[src/rtl/id_decode_if.sv]
// Fetch <-> decode interface. Fetch (master) presents an instruction and
// its PC; decode (slave) answers with stall and branch-redirect controls.
interface id_decode_if #(
  parameter int WIDTH = 32
);
  logic [WIDTH-1:0] if_ins;
  logic [WIDTH-3:0] if_pc;
  logic             if_valid;
  logic             IsStall;
  logic             IsBranch;
  logic [WIDTH-3:0] BranchAddr;

  modport master (
    output if_ins, if_pc, if_valid,
    input  IsStall, IsBranch, BranchAddr
  );

  modport slave (
    input  if_ins, if_pc, if_valid,
    output IsStall, IsBranch, BranchAddr
  );
endinterface

[src/rtl/id_decode.sv]
// Instruction-decode stage. Holds the ID pipeline register, reads the
// register file, resolves branches with a one-bubble squash, detects
// load-use and branch-operand hazards, and fills the EX pipeline register.
module id_decode #(
  parameter int WIDTH = 32,
  parameter int RA    = 5
) (
  input  logic             clk,
  input  logic             rst_n,
  id_decode_if.slave       fetch,
  output logic [RA-1:0]    rs_a_addr,
  output logic [RA-1:0]    rs_b_addr,
  input  logic [WIDTH-1:0] rs_a_data,
  input  logic [WIDTH-1:0] rs_b_data,
  input  logic             mem_we,
  input  logic [RA-1:0]    mem_rd,
  output logic             ex_valid,
  output logic [5:0]       ex_op,
  output logic [RA-1:0]    ex_rd,
  output logic [WIDTH-1:0] ex_a,
  output logic [WIDTH-1:0] ex_b,
  output logic [WIDTH-1:0] ex_imm,
  output logic             ex_we,
  output logic             ex_mem_rd,
  output logic             ex_mem_wr,
  output logic             id_illegal
);

  localparam int PW = WIDTH - 2;
  localparam logic [PW-1:0] PC_STEP = PW'(4);

  typedef enum logic [5:0] {
    OP_NOP  = 6'h00,
    OP_ADD  = 6'h01,
    OP_SUB  = 6'h02,
    OP_AND  = 6'h03,
    OP_OR   = 6'h04,
    OP_ADDI = 6'h08,
    OP_LW   = 6'h10,
    OP_SW   = 6'h11,
    OP_BEQ  = 6'h20,
    OP_BNE  = 6'h21,
    OP_JMP  = 6'h22
  } opcode_e;

  logic             id_valid_q, id_valid_d;
  logic [WIDTH-1:0] id_ins_q, id_ins_d;
  logic [PW-1:0]    id_pc_q, id_pc_d;

  logic             ex_valid_q, ex_valid_d;
  logic [5:0]       ex_op_q, ex_op_d;
  logic [RA-1:0]    ex_rd_q, ex_rd_d;
  logic [WIDTH-1:0] ex_a_q, ex_a_d;
  logic [WIDTH-1:0] ex_b_q, ex_b_d;
  logic [WIDTH-1:0] ex_imm_q, ex_imm_d;
  logic             ex_we_q, ex_we_d;
  logic             ex_mem_rd_q, ex_mem_rd_d;
  logic             ex_mem_wr_q, ex_mem_wr_d;

  logic [5:0]    op, dec_op;
  logic [RA-1:0] rd, rs1, rs2;
  logic          use_a, use_b, b_from_rd;
  logic          dec_we, dec_ld, dec_st;
  logic          is_beq, is_bne, is_jmp, illegal;

  logic          hit_ex, hit_mem, is_br, operands_eq, taken;
  logic          stall, branch, issue;
  logic [PW-1:0] offset, target;

  // Decode the instruction held in ID: which sources it reads and what it does.
  always_comb begin
    op        = id_ins_q[31:26];
    rd        = id_ins_q[21 +: RA];
    rs1       = id_ins_q[16 +: RA];
    rs2       = id_ins_q[11 +: RA];
    dec_op    = op;
    use_a     = 1'b0;
    use_b     = 1'b0;
    b_from_rd = 1'b0;
    dec_we    = 1'b0;
    dec_ld    = 1'b0;
    dec_st    = 1'b0;
    is_beq    = 1'b0;
    is_bne    = 1'b0;
    is_jmp    = 1'b0;
    illegal   = 1'b0;
    case (op)
      OP_NOP: ;
      OP_ADD, OP_SUB, OP_AND, OP_OR: begin
        use_a  = 1'b1;
        use_b  = 1'b1;
        dec_we = 1'b1;
      end
      OP_ADDI: begin
        use_a  = 1'b1;
        dec_we = 1'b1;
      end
      OP_LW: begin
        use_a  = 1'b1;
        dec_we = 1'b1;
        dec_ld = 1'b1;
      end
      OP_SW: begin
        use_a     = 1'b1;
        use_b     = 1'b1;
        b_from_rd = 1'b1;
        dec_st    = 1'b1;
      end
      OP_BEQ: begin
        use_a     = 1'b1;
        use_b     = 1'b1;
        b_from_rd = 1'b1;
        is_beq    = 1'b1;
      end
      OP_BNE: begin
        use_a     = 1'b1;
        use_b     = 1'b1;
        b_from_rd = 1'b1;
        is_bne    = 1'b1;
      end
      OP_JMP: is_jmp = 1'b1;
      default: begin
        illegal = 1'b1;
        dec_op  = OP_NOP;
      end
    endcase
    rs_a_addr = rs1;
    rs_b_addr = b_from_rd ? rd : rs2;
  end

  // Hazard detection and branch resolution; a stall always suppresses the branch.
  always_comb begin
    hit_ex  = (ex_rd_q != '0) &
              ((use_a & (rs_a_addr == ex_rd_q)) | (use_b & (rs_b_addr == ex_rd_q)));
    hit_mem = (mem_rd != '0) &
              ((use_a & (rs_a_addr == mem_rd)) | (use_b & (rs_b_addr == mem_rd)));
    is_br   = is_beq | is_bne;
    stall   = id_valid_q & ((ex_valid_q & ex_mem_rd_q & hit_ex) |
                            (is_br & ex_valid_q & ex_we_q & hit_ex) |
                            (is_br & mem_we & hit_mem));
    operands_eq = (rs_a_data == rs_b_data);
    taken   = is_jmp | (is_beq & operands_eq) | (is_bne & ~operands_eq);
    branch  = id_valid_q & ~stall & taken;
    if (is_jmp)
      offset = {{(PW-28){id_ins_q[25]}}, id_ins_q[25:0], 2'b00};
    else
      offset = {{(PW-18){id_ins_q[15]}}, id_ins_q[15:0], 2'b00};
    target  = id_pc_q + PC_STEP + offset;
    fetch.IsStall    = stall;
    fetch.IsBranch   = branch;
    fetch.BranchAddr = branch ? target : '0;
    id_illegal       = id_valid_q & illegal;
  end

  // Next values for the ID and EX registers: hold ID on stall, bubble EX on stall or empty ID.
  always_comb begin
    id_valid_d = id_valid_q;
    id_ins_d   = id_ins_q;
    id_pc_d    = id_pc_q;
    if (!stall) begin
      id_valid_d = fetch.if_valid & ~branch;
      id_ins_d   = fetch.if_ins;
      id_pc_d    = fetch.if_pc;
    end
    issue       = id_valid_q & ~stall;
    ex_valid_d  = issue;
    ex_we_d     = issue & dec_we;
    ex_mem_rd_d = issue & dec_ld;
    ex_mem_wr_d = issue & dec_st;
    ex_op_d     = dec_op;
    ex_rd_d     = rd;
    ex_a_d      = rs_a_data;
    ex_b_d      = rs_b_data;
    ex_imm_d    = {{(WIDTH-16){id_ins_q[15]}}, id_ins_q[15:0]};
  end

  // Pipeline registers with asynchronous clear.
  always_ff @(posedge clk or negedge rst_n) begin
    if (!rst_n) begin
      id_valid_q  <= 1'b0;
      id_ins_q    <= '0;
      id_pc_q     <= '0;
      ex_valid_q  <= 1'b0;
      ex_op_q     <= '0;
      ex_rd_q     <= '0;
      ex_a_q      <= '0;
      ex_b_q      <= '0;
      ex_imm_q    <= '0;
      ex_we_q     <= 1'b0;
      ex_mem_rd_q <= 1'b0;
      ex_mem_wr_q <= 1'b0;
    end else begin
      id_valid_q  <= id_valid_d;
      id_ins_q    <= id_ins_d;
      id_pc_q     <= id_pc_d;
      ex_valid_q  <= ex_valid_d;
      ex_op_q     <= ex_op_d;
      ex_rd_q     <= ex_rd_d;
      ex_a_q      <= ex_a_d;
      ex_b_q      <= ex_b_d;
      ex_imm_q    <= ex_imm_d;
      ex_we_q     <= ex_we_d;
      ex_mem_rd_q <= ex_mem_rd_d;
      ex_mem_wr_q <= ex_mem_wr_d;
    end
  end

  assign ex_valid  = ex_valid_q;
  assign ex_op     = ex_op_q;
  assign ex_rd     = ex_rd_q;
  assign ex_a      = ex_a_q;
  assign ex_b      = ex_b_q;
  assign ex_imm    = ex_imm_q;
  assign ex_we     = ex_we_q;
  assign ex_mem_rd = ex_mem_rd_q;
  assign ex_mem_wr = ex_mem_wr_q;

endmodule
[src/flat_wrapper.sv]
// flat-port wrapper written by rule: the top's interface ports become plain ports
module id_decode_flat 
#(
  parameter int WIDTH = 32,
  parameter int RA    = 5
)
  (clk, rst_n, rs_a_addr, rs_b_addr, rs_a_data, rs_b_data, mem_we, mem_rd, ex_valid, ex_op, ex_rd, ex_a, ex_b, ex_imm, ex_we, ex_mem_rd, ex_mem_wr, id_illegal, fetch_if_ins, fetch_if_pc, fetch_if_valid, fetch_IsStall, fetch_IsBranch, fetch_BranchAddr);
  id_decode_if #(.WIDTH(WIDTH)) fetch_i ();
  input  logic clk;
  input  logic rst_n;
  output logic [RA-1:0] rs_a_addr;
  output logic [RA-1:0] rs_b_addr;
  input  logic [WIDTH-1:0] rs_a_data;
  input  logic [WIDTH-1:0] rs_b_data;
  input  logic mem_we;
  input  logic [RA-1:0] mem_rd;
  output logic ex_valid;
  output logic [5:0] ex_op;
  output logic [RA-1:0] ex_rd;
  output logic [WIDTH-1:0] ex_a;
  output logic [WIDTH-1:0] ex_b;
  output logic [WIDTH-1:0] ex_imm;
  output logic ex_we;
  output logic ex_mem_rd;
  output logic ex_mem_wr;
  output logic id_illegal;
  input wire logic [$bits(fetch_i.if_ins)-1:0] fetch_if_ins;
  input wire logic [$bits(fetch_i.if_pc)-1:0] fetch_if_pc;
  input wire logic [$bits(fetch_i.if_valid)-1:0] fetch_if_valid;
  output wire logic [$bits(fetch_i.IsStall)-1:0] fetch_IsStall;
  output wire logic [$bits(fetch_i.IsBranch)-1:0] fetch_IsBranch;
  output wire logic [$bits(fetch_i.BranchAddr)-1:0] fetch_BranchAddr;
  assign fetch_i.if_ins = fetch_if_ins;
  assign fetch_i.if_pc = fetch_if_pc;
  assign fetch_i.if_valid = fetch_if_valid;
  assign fetch_IsStall = fetch_i.IsStall;
  assign fetch_IsBranch = fetch_i.IsBranch;
  assign fetch_BranchAddr = fetch_i.BranchAddr;
  id_decode #(.WIDTH(WIDTH), .RA(RA)) u_core (.clk(clk), .rst_n(rst_n), .fetch(fetch_i), .rs_a_addr(rs_a_addr), .rs_b_addr(rs_b_addr), .rs_a_data(rs_a_data), .rs_b_data(rs_b_data), .mem_we(mem_we), .mem_rd(mem_rd), .ex_valid(ex_valid), .ex_op(ex_op), .ex_rd(ex_rd), .ex_a(ex_a), .ex_b(ex_b), .ex_imm(ex_imm), .ex_we(ex_we), .ex_mem_rd(ex_mem_rd), .ex_mem_wr(ex_mem_wr), .id_illegal(id_illegal));
endmodule
[config.mk]
export PLATFORM = sky130hd
export DESIGN_NAME = id_decode_flat
export DESIGN_NICKNAME = d
export VERILOG_FILES = /design/src/rtl/id_decode_if.sv /design/src/rtl/id_decode.sv /design/src/flat_wrapper.sv
export SDC_FILE = /design/constraint.sdc
export NUM_CORES = 1
export LEC_CHECK = 0
export CORE_MARGIN = 3
export CORE_UTILIZATION = 40
export CTS_CLUSTER_DIAMETER = 100
export CTS_CLUSTER_SIZE = 40
export DETAILED_ROUTE_END_ITERATION = 8
export GPL_ROUTABILITY_DRIVEN = 0
export PLACE_DENSITY = 0.81
export SLEW_MARGIN = 10
export SYNTH_ARGS = -nofsm -noshare
export SYNTH_HDL_FRONTEND = slang
export SYNTH_SLANG_ARGS = --single-unit
[constraint.sdc]
create_clock -name clk -period 5.2 [get_ports clk]
set_input_delay 1.04 -clock clk [delete_from_list [all_inputs] [get_ports clk]]
set_output_delay 1.04 -clock clk [all_outputs]
set_load 0.02 [all_outputs]
==> results of run 1 <==
synth_stat cells (6+ instances only):
| cell type | number |
|---|---|
| nand3_1 | 6 |
| a21oi_1 | 32 |
| inv_1 | 19 |
| nor3_1 | 11 |
| nor4_1 | 9 |
| buf_6 | 6 |
| nand4_1 | 12 |
| and3_1 | 8 |
| nand2_1 | 16 |
| xor2_1 | 17 |
| a41o_1 | 10 |
| ha_1 | 53 |
| o21ai_0 | 16 |
| nor2b_1 | 12 |
| mux2_4 | 58 |
| nor2_1 | 38 |
| o31a_1 | 7 |
| xnor2_1 | 51 |
| buf_4 | 21 |
| clkbuf_1 | 10 |
| a21o_1 | 8 |
| dfrtp_1 | 158 |
logic make-up (layout without fill, tap and decap cells):
kind of cell,after synthesis,count (layout),synth area share
AO/OA/AOI/OAI,114,114,0.0986
XOR/XNOR,68,68,0.0736
adder cells (fa/ha/maj),54,54,0.0845
buffers and inverters,61,358,0.0444
flip-flops,158,158,0.489
multiplexers,65,65,0.117
other,0,1,0
AND/OR/NAND/NOR,140,140,0.0930
power groups by stage:
stage / sequential [uW] / clock, uW / combinational, uW
global placement: 1350 / 0 / 674
detailed placement: 1350 / 0 / 685
finish: 1330 / 1240 / 688
CTS: 1330 / 1270 / 691
global route: 1340 / 1330 / 747
floorplan: 1390 / 0 / 329
repair_timing:
item,in CTS,in global routing
pin swaps,0,0
resized for setup,14,24
endpoints found under the setup margin,30,20
per-layer routing:
| metal | vias to the layer above | share of wire | wire length (um) |
|---|---|---|---|
| met4 | 0 | 0.014 | 332 |
| met2 | 230 | 0.51 | 11700 |
| met5 | - | 0 | 0 |
| li1 | 2924 | - | - |
| met3 | 21 | 0.073 | 1670 |
| met1 | 2933 | 0.41 | 9300 |
stage by stage:
step	utilization	instance area (um2)	setup TNS (ns)
5_1_grt	0.603	11800	-0.125
6_report	0.603	11800	0
4_1_cts	0.599	11800	0
3_3_place_gp	0.569	11200	-1.47
3_5_place_dp	0.569	11200	-2.67
2_1_floorplan	-	8090	0
path summary, 6_finish.rpt:
check	cells past startpoint	start	slack, ns	end
setup / recovery	12	rs_b_data[20]	0.17	fetch_BranchAddr[25]
hold / removal	0	u_core.id_ins_q[0]$_DFFE_PN0N_	0.40	u_core.ex_imm[0]$_DFF_PN0_
setup reg to reg	11	u_core.id_ins_q[27]$_DFFE_PN0N_	1.25	u_core.id_pc_q[29]$_DFFE_PN0N_
hold reg to reg	0	u_core.id_ins_q[0]$_DFFE_PN0N_	0.40	u_core.ex_imm[0]$_DFF_PN0_
max in group asynchronous	2	rst_n	3.68	u_core.ex_a[20]$_DFF_PN0_
min in group asynchronous	1	rst_n	0.61	u_core.id_pc_q[26]$_DFFE_PN0N_
registers in the layout, summed over array words and instances (netlist names):
signal,count
u_core.ex_rd,5
u_core.ex_mem_wr,1
u_core.id_pc_q,30
u_core.ex_valid,1
u_core.ex_we,1
u_core.id_ins_q,32
u_core.ex_a,32
u_core.ex_imm,16
u_core.ex_b,32
u_core.ex_op,6
u_core.id_valid_q,1
u_core.ex_mem_rd,1
cell type report:
cell class	instances	area [um2]
Inverter	19	71.3
Tap cell	265	332
Sequential cell	158	3950
Antenna cell	1	2.50
Clock inverter	15	164
Fill cell	1572	7810
Clock buffer	17	425
Multi-Input combinational cell	441	3820
Timing Repair Buffer	307	3080
==> run_results.csv, run 1 <==
group,metric,value,unit
floorplan,core_area,19700,um2
floorplan,num_rows,51,
sta,hold_viol,0,
power,irDropWorstVdd,218,uV
yosys,yosysWarnings,0,
sta,slew_headroom,0.537,
yosys,ys_types,63,
final_layout,area_growth_syn_to_layout,46.5,%
yosys,synth_top_area_share,0.489,
drt,drc,0,
final_layout,nets,1133,
sta,slew_violations,0,
global_routing,grt_pass1_wl,35.6,mm
yosys,netlist_area,8090,um2
sta,final-setup-viol-count,0,
power,power.total,3260,uW
critical_path,cp_top_family,"buffers and inverters",
critical_path,cp.required,4.16,ns
global_routing,gr-usage-met1,0.249,
yosys,seq_area_frac_synth,0.489,
sta,finalCriticalPeriod,5.03,ns
yosys,yosys_register_bits,158,
power,p_leak,0.00568,uW
sta,clock.fmax,199,MHz
power,power_frac_comb,0.211,
yosys,ys_async_sr_fraction,1.00,
clock_network,clockBufferDepth,2,
floorplan,fp.dieH,148,um
floorplan,initial_core_util,0.411,
global_routing,grt_max_degree,90,
floorplan,ioPinCount,289,
sta,post-route-period-util,0.967,
clock_network,cts_root_buffer,"clkbuf_16",
yosys,synthCells,660,
yosys,avgSynthCellArea,12.3,um2
drt,wire_per_inst,18.8,um
global_routing,overflow,0,
global_routing,antenna_found_initial,1,
clock_network,h-tree-depth,4,
clock_network,cts_hold_buffers,0,
final_layout,mostFrequentLayoutCells,"clkdlybuf4s50_1 (257), dfrtp_1 (158), mux2_4 (58)",
flow_run,cap_violations,0,
placed_design,post-place-ws,-0.213,ns
clock_network,cts_sinks,158,
global_routing,use_met3,0.0570,
power,seq_power_share,0.408,
critical_path,cp_data_arrival_time,3.99,ns
power,switching_share,0.297,
critical_path,slowest_delay,0.60,ns
worst_hold_path,hp-class,"register to register",
clock_network,worstSkewPairLatency,0.42,ns
critical_path,path_buf_inv,4,
power,pwr-share-clk,0.382,
drt,dr.pass1.iters,4,
sta,rsz0062_at_grt,"true",
drt,post_drt_via_cell_ratio,4.99,
yosys,syn-num-nets,849,
yosys,synth_edf_count,0,
drt,drt_wl_total,23.0,mm
yosys,ys.flop_type,"dfrtp_1",
sta,setup_slack,0.172,ns
global_routing,grt_busiest_layer,"met2",
critical_path,crit_fanout,26,
final_layout,drive_above_1_share,0.134,
global_routing,use_met2,0.368,
critical_path,worst-setup-path-type,"input port to output port",
placed_design,dpl.cell_count,1190,
sta,tightest_slew,0.694,ns
critical_path,crit_chain,"clkdlybuf4s50_1, xnor2_1, nand4_1, nor4_4, buf_4, a21oi_1, xnor2_1, nand4_1, or2_1, buf_12, nor2_1, clkdlybuf4s50_1",
floorplan,die_w,148,um
critical_path,cp-end-kind,"output port",
global_routing,grt.total_usage,0.207,
yosys,synth_area_leaders,"dfrtp_1 (49%), mux2_4 (11%), ha_1 (8.2%), xnor2_1 (5.5%), a21oi_1 (2.0%)",
power,p_int,2290,uW
floorplan,dieArea,22000,um2
power,power.density,275,nW/um2
power,switching_power,970,uW
clock_network,clk_pin_slew,0.07,ns
status,status,"completed",
sta,whs,0.396,ns
drt,ant_nets,0,
final_layout,final_common_cell,"clkdlybuf4s50_1",
sta,fin_skew,0.00737,ns
yosys,yosys.area.top_type,"dfrtp_1",
global_routing,grt_pass1_vias,6339,
clock_network,post_cts_buffers,0,
placed_design,port_buffers,288,
placed_design,dp_hpwl,17.9,mm
final_layout,instances_no_fill,1223,
clock_network,numCtsBuffers,17,
critical_path,worst_path_max_delay_cell,"clkdlybuf4s50_1",
critical_path,start_kind,"input port",
drt,drt_iter0_markers,347,
drt,vias,6108,
clock_network,cts_tree,"done",
Power figures use the tool's default switching activity.
==> run 2: changes to the inputs <==
--- a/config.mk
+++ b/config.mk
@@ -5,13 +5,15 @@
 export SDC_FILE = /design/constraint.sdc
 export NUM_CORES = 1
 export LEC_CHECK = 0
+export CELL_PAD_IN_SITES_DETAIL_PLACEMENT = 0
+export CELL_PAD_IN_SITES_GLOBAL_PLACEMENT = 1
 export CORE_MARGIN = 3
-export CORE_UTILIZATION = 40
+export CORE_UTILIZATION = 35
 export CTS_CLUSTER_DIAMETER = 100
 export CTS_CLUSTER_SIZE = 40
 export DETAILED_ROUTE_END_ITERATION = 8
 export GPL_ROUTABILITY_DRIVEN = 0
-export PLACE_DENSITY = 0.81
+export PLACE_DENSITY = 0.89
 export SLEW_MARGIN = 10
 export SYNTH_ARGS = -nofsm -noshare
 export SYNTH_HDL_FRONTEND = slang
==> run_results.csv, run 2 (synthesis results as in run 1) <==
group,metric,value,unit
status,status,"completed",
global_routing,grt_pass1_wl,35.7,mm
floorplan,num_rows,54,
final_layout,area_growth_syn_to_layout,47.3,%
power,p_leak,0.00577,uW
global_routing,grt_pass1_vias,6318,
power,power.total,3260,uW
floorplan,fp.dieH,158,um
clock_network,clockBufferDepth,2,
sta,tightest_slew,0.815,ns
drt,drt_iter0_markers,250,
sta,fin_skew,0.0113,ns
clock_network,numCtsBuffers,17,
sta,slew_violations,0,
clock_network,worstSkewPairLatency,0.42,ns
clock_network,clk_pin_slew,0.07,ns
power,switching_share,0.298,
power,pwr-share-clk,0.378,
critical_path,crit_fanout,16,
final_layout,final_common_cell,"clkdlybuf4s50_1",
floorplan,core_area,22200,um2
global_routing,grt.total_usage,0.186,
critical_path,cp.required,4.16,ns
drt,ant_nets,0,
sta,finalCriticalPeriod,5.01,ns
critical_path,cp_data_arrival_time,3.97,ns
clock_network,h-tree-depth,4,
sta,setup_slack,0.185,ns
sta,post-route-period-util,0.964,
power,switching_power,973,uW
worst_hold_path,hold_depth,0,
final_layout,mostFrequentLayoutCells,"clkdlybuf4s50_1 (260), dfrtp_1 (158), mux2_4 (58)",
power,power_frac_comb,0.214,
global_routing,antenna_found_initial,5,
sta,rsz0062_at_grt,"false",
drt,dr.pass1.iters,5,
sta,slew_headroom,0.456,
power,irDropWorstVdd,174,uV
global_routing,grt_max_degree,88,
flow_run,cap_violations,0,
critical_path,start_kind,"input port",
final_layout,drive_above_1_share,0.134,
drt,post_drt_via_cell_ratio,4.94,
placed_design,dp_hpwl,18.2,mm
sta,hold_viol,0,
power,power.density,274,nW/um2
floorplan,dieArea,25000,um2
sta,final-setup-viol-count,0,
power,p_int,2290,uW
drt,drc,0,
floorplan,die_w,158,um
placed_design,post-place-ws,-0.0579,ns
drt,vias,6148,
power,seq_power_share,0.408,
global_routing,overflow,0,
clock_network,post_cts_buffers,0,
drt,wire_per_inst,19.1,um
critical_path,reg2reg_depth,11,
floorplan,initial_core_util,0.364,
critical_path,cp-end-kind,"output port",
final_layout,nFillCells,1877,
clock_network,cts_root_buffer,"clkbuf_16",
critical_path,worst-setup-path-type,"input port to output port",
final_layout,nets,1136,
drt,drt_wl_total,23.8,mm
floorplan,ioPinCount,289,
sta,clock.fmax,199,MHz
worst_hold_path,hp-class,"register to register",
clock_network,cts_tree,"done",
placed_design,port_buffers,288,
clock_network,cts_sinks,158,
clock_network,cts_hold_buffers,0,
## run 2: cell types whose count changed in the layout (fill, tap and decap cells not counted), moves of 2 or more
| cell | previous run | this run |
|---|---|---|
| dlygate4sd2_1 | 11 | 1 |
| inv_6 | 3 | 1 |
| diode_2 | 1 | 4 |
| buf_4 | 18 | 21 |
| dlymetal6s2s_1 | 18 | 26 |
| clkdlybuf4s50_1 | 257 | 260 |
| clkinv_4 | 1 | 4 |
## run 2: power groups by stage
stage                     registers, uW  logic, uW  clock network [uW]
final                              1330        698                1230
after global routing               1340        759                1310
after CTS                          1330        699                1270
after detailed placement           1350        694                   0
after global placement             1350        692                   0
after floorplan                    1390        329                   0
## run 2: final cells by class
cell class	instances	area, um2	share of cell area
flip-flops and latches	158	3950	0.332
multi-input cells	441	3820	0.320
repair buffers	310	3130	0.262
clock buffers	18	429	0.0360
well taps	280	350	0.0294
clock inverters	14	151	0.0127
inverters	19	71.3	0.00599
diodes	4	10.0	0.000841
## run 2: what timing repair did
item	CTS	global route
pin swaps	0	1
resized for setup	5	31
setup endpoints to repair	24	26
## run 2: layer usage
metal,GRT usage,vias up,share of wire
met1,0.232,2963,0.42
met2,0.317,236,0.50
met3,0.0459,19,0.074
met4,0.0643,2,0.013
li1,-,2928,-
met5,0,-,0.00038
## run 2: final timing paths
path | startpoint | endpoint | slack (ns)
max in group asynchronous | rst_n | u_core.ex_a[19]$_DFF_PN0_ | 3.49
max | rs_a_data[2] | fetch_BranchAddr[9] | 0.19
min in group asynchronous | rst_n | u_core.id_pc_q[25]$_DFFE_PN0N_ | 0.69
min | u_core.id_ins_q[7]$_DFFE_PN0N_ | u_core.ex_imm[7]$_DFF_PN0_ | 0.42
min reg2reg | u_core.id_ins_q[7]$_DFFE_PN0N_ | u_core.ex_imm[7]$_DFF_PN0_ | 0.42
max reg2reg | u_core.id_ins_q[31]$_DFFE_PN0N_ | u_core.id_ins_q[0]$_DFFE_PN0N_ | 1.43
## run 2: through the flow
stage               setup TNS [ns]  hold slack, ns  utilization  area, um2  cells
floorplan                        0           0.367            -       8090    660
global placement                 0           0.396        0.504      11200   1208
detailed placement         -0.0752           0.402        0.504      11200   1208
CTS                              0           0.418        0.531      11800   1240
global route                     0           0.435        0.536      11900   1244
finish                           0           0.417        0.536      11900   1244
## run 2: critical path, cell delays in order
cell	delay, ns
clkdlybuf4s50_1	0.52
xnor2_1	0.14
nand4_1	0.16
nor4_2	0.36
buf_4	0.17
a21oi_1	0.08
xnor2_1	0.15
nand4_1	0.15
or2_1	0.28
buf_12	0.16
nor2_1	0.12
clkdlybuf4s50_1	0.62
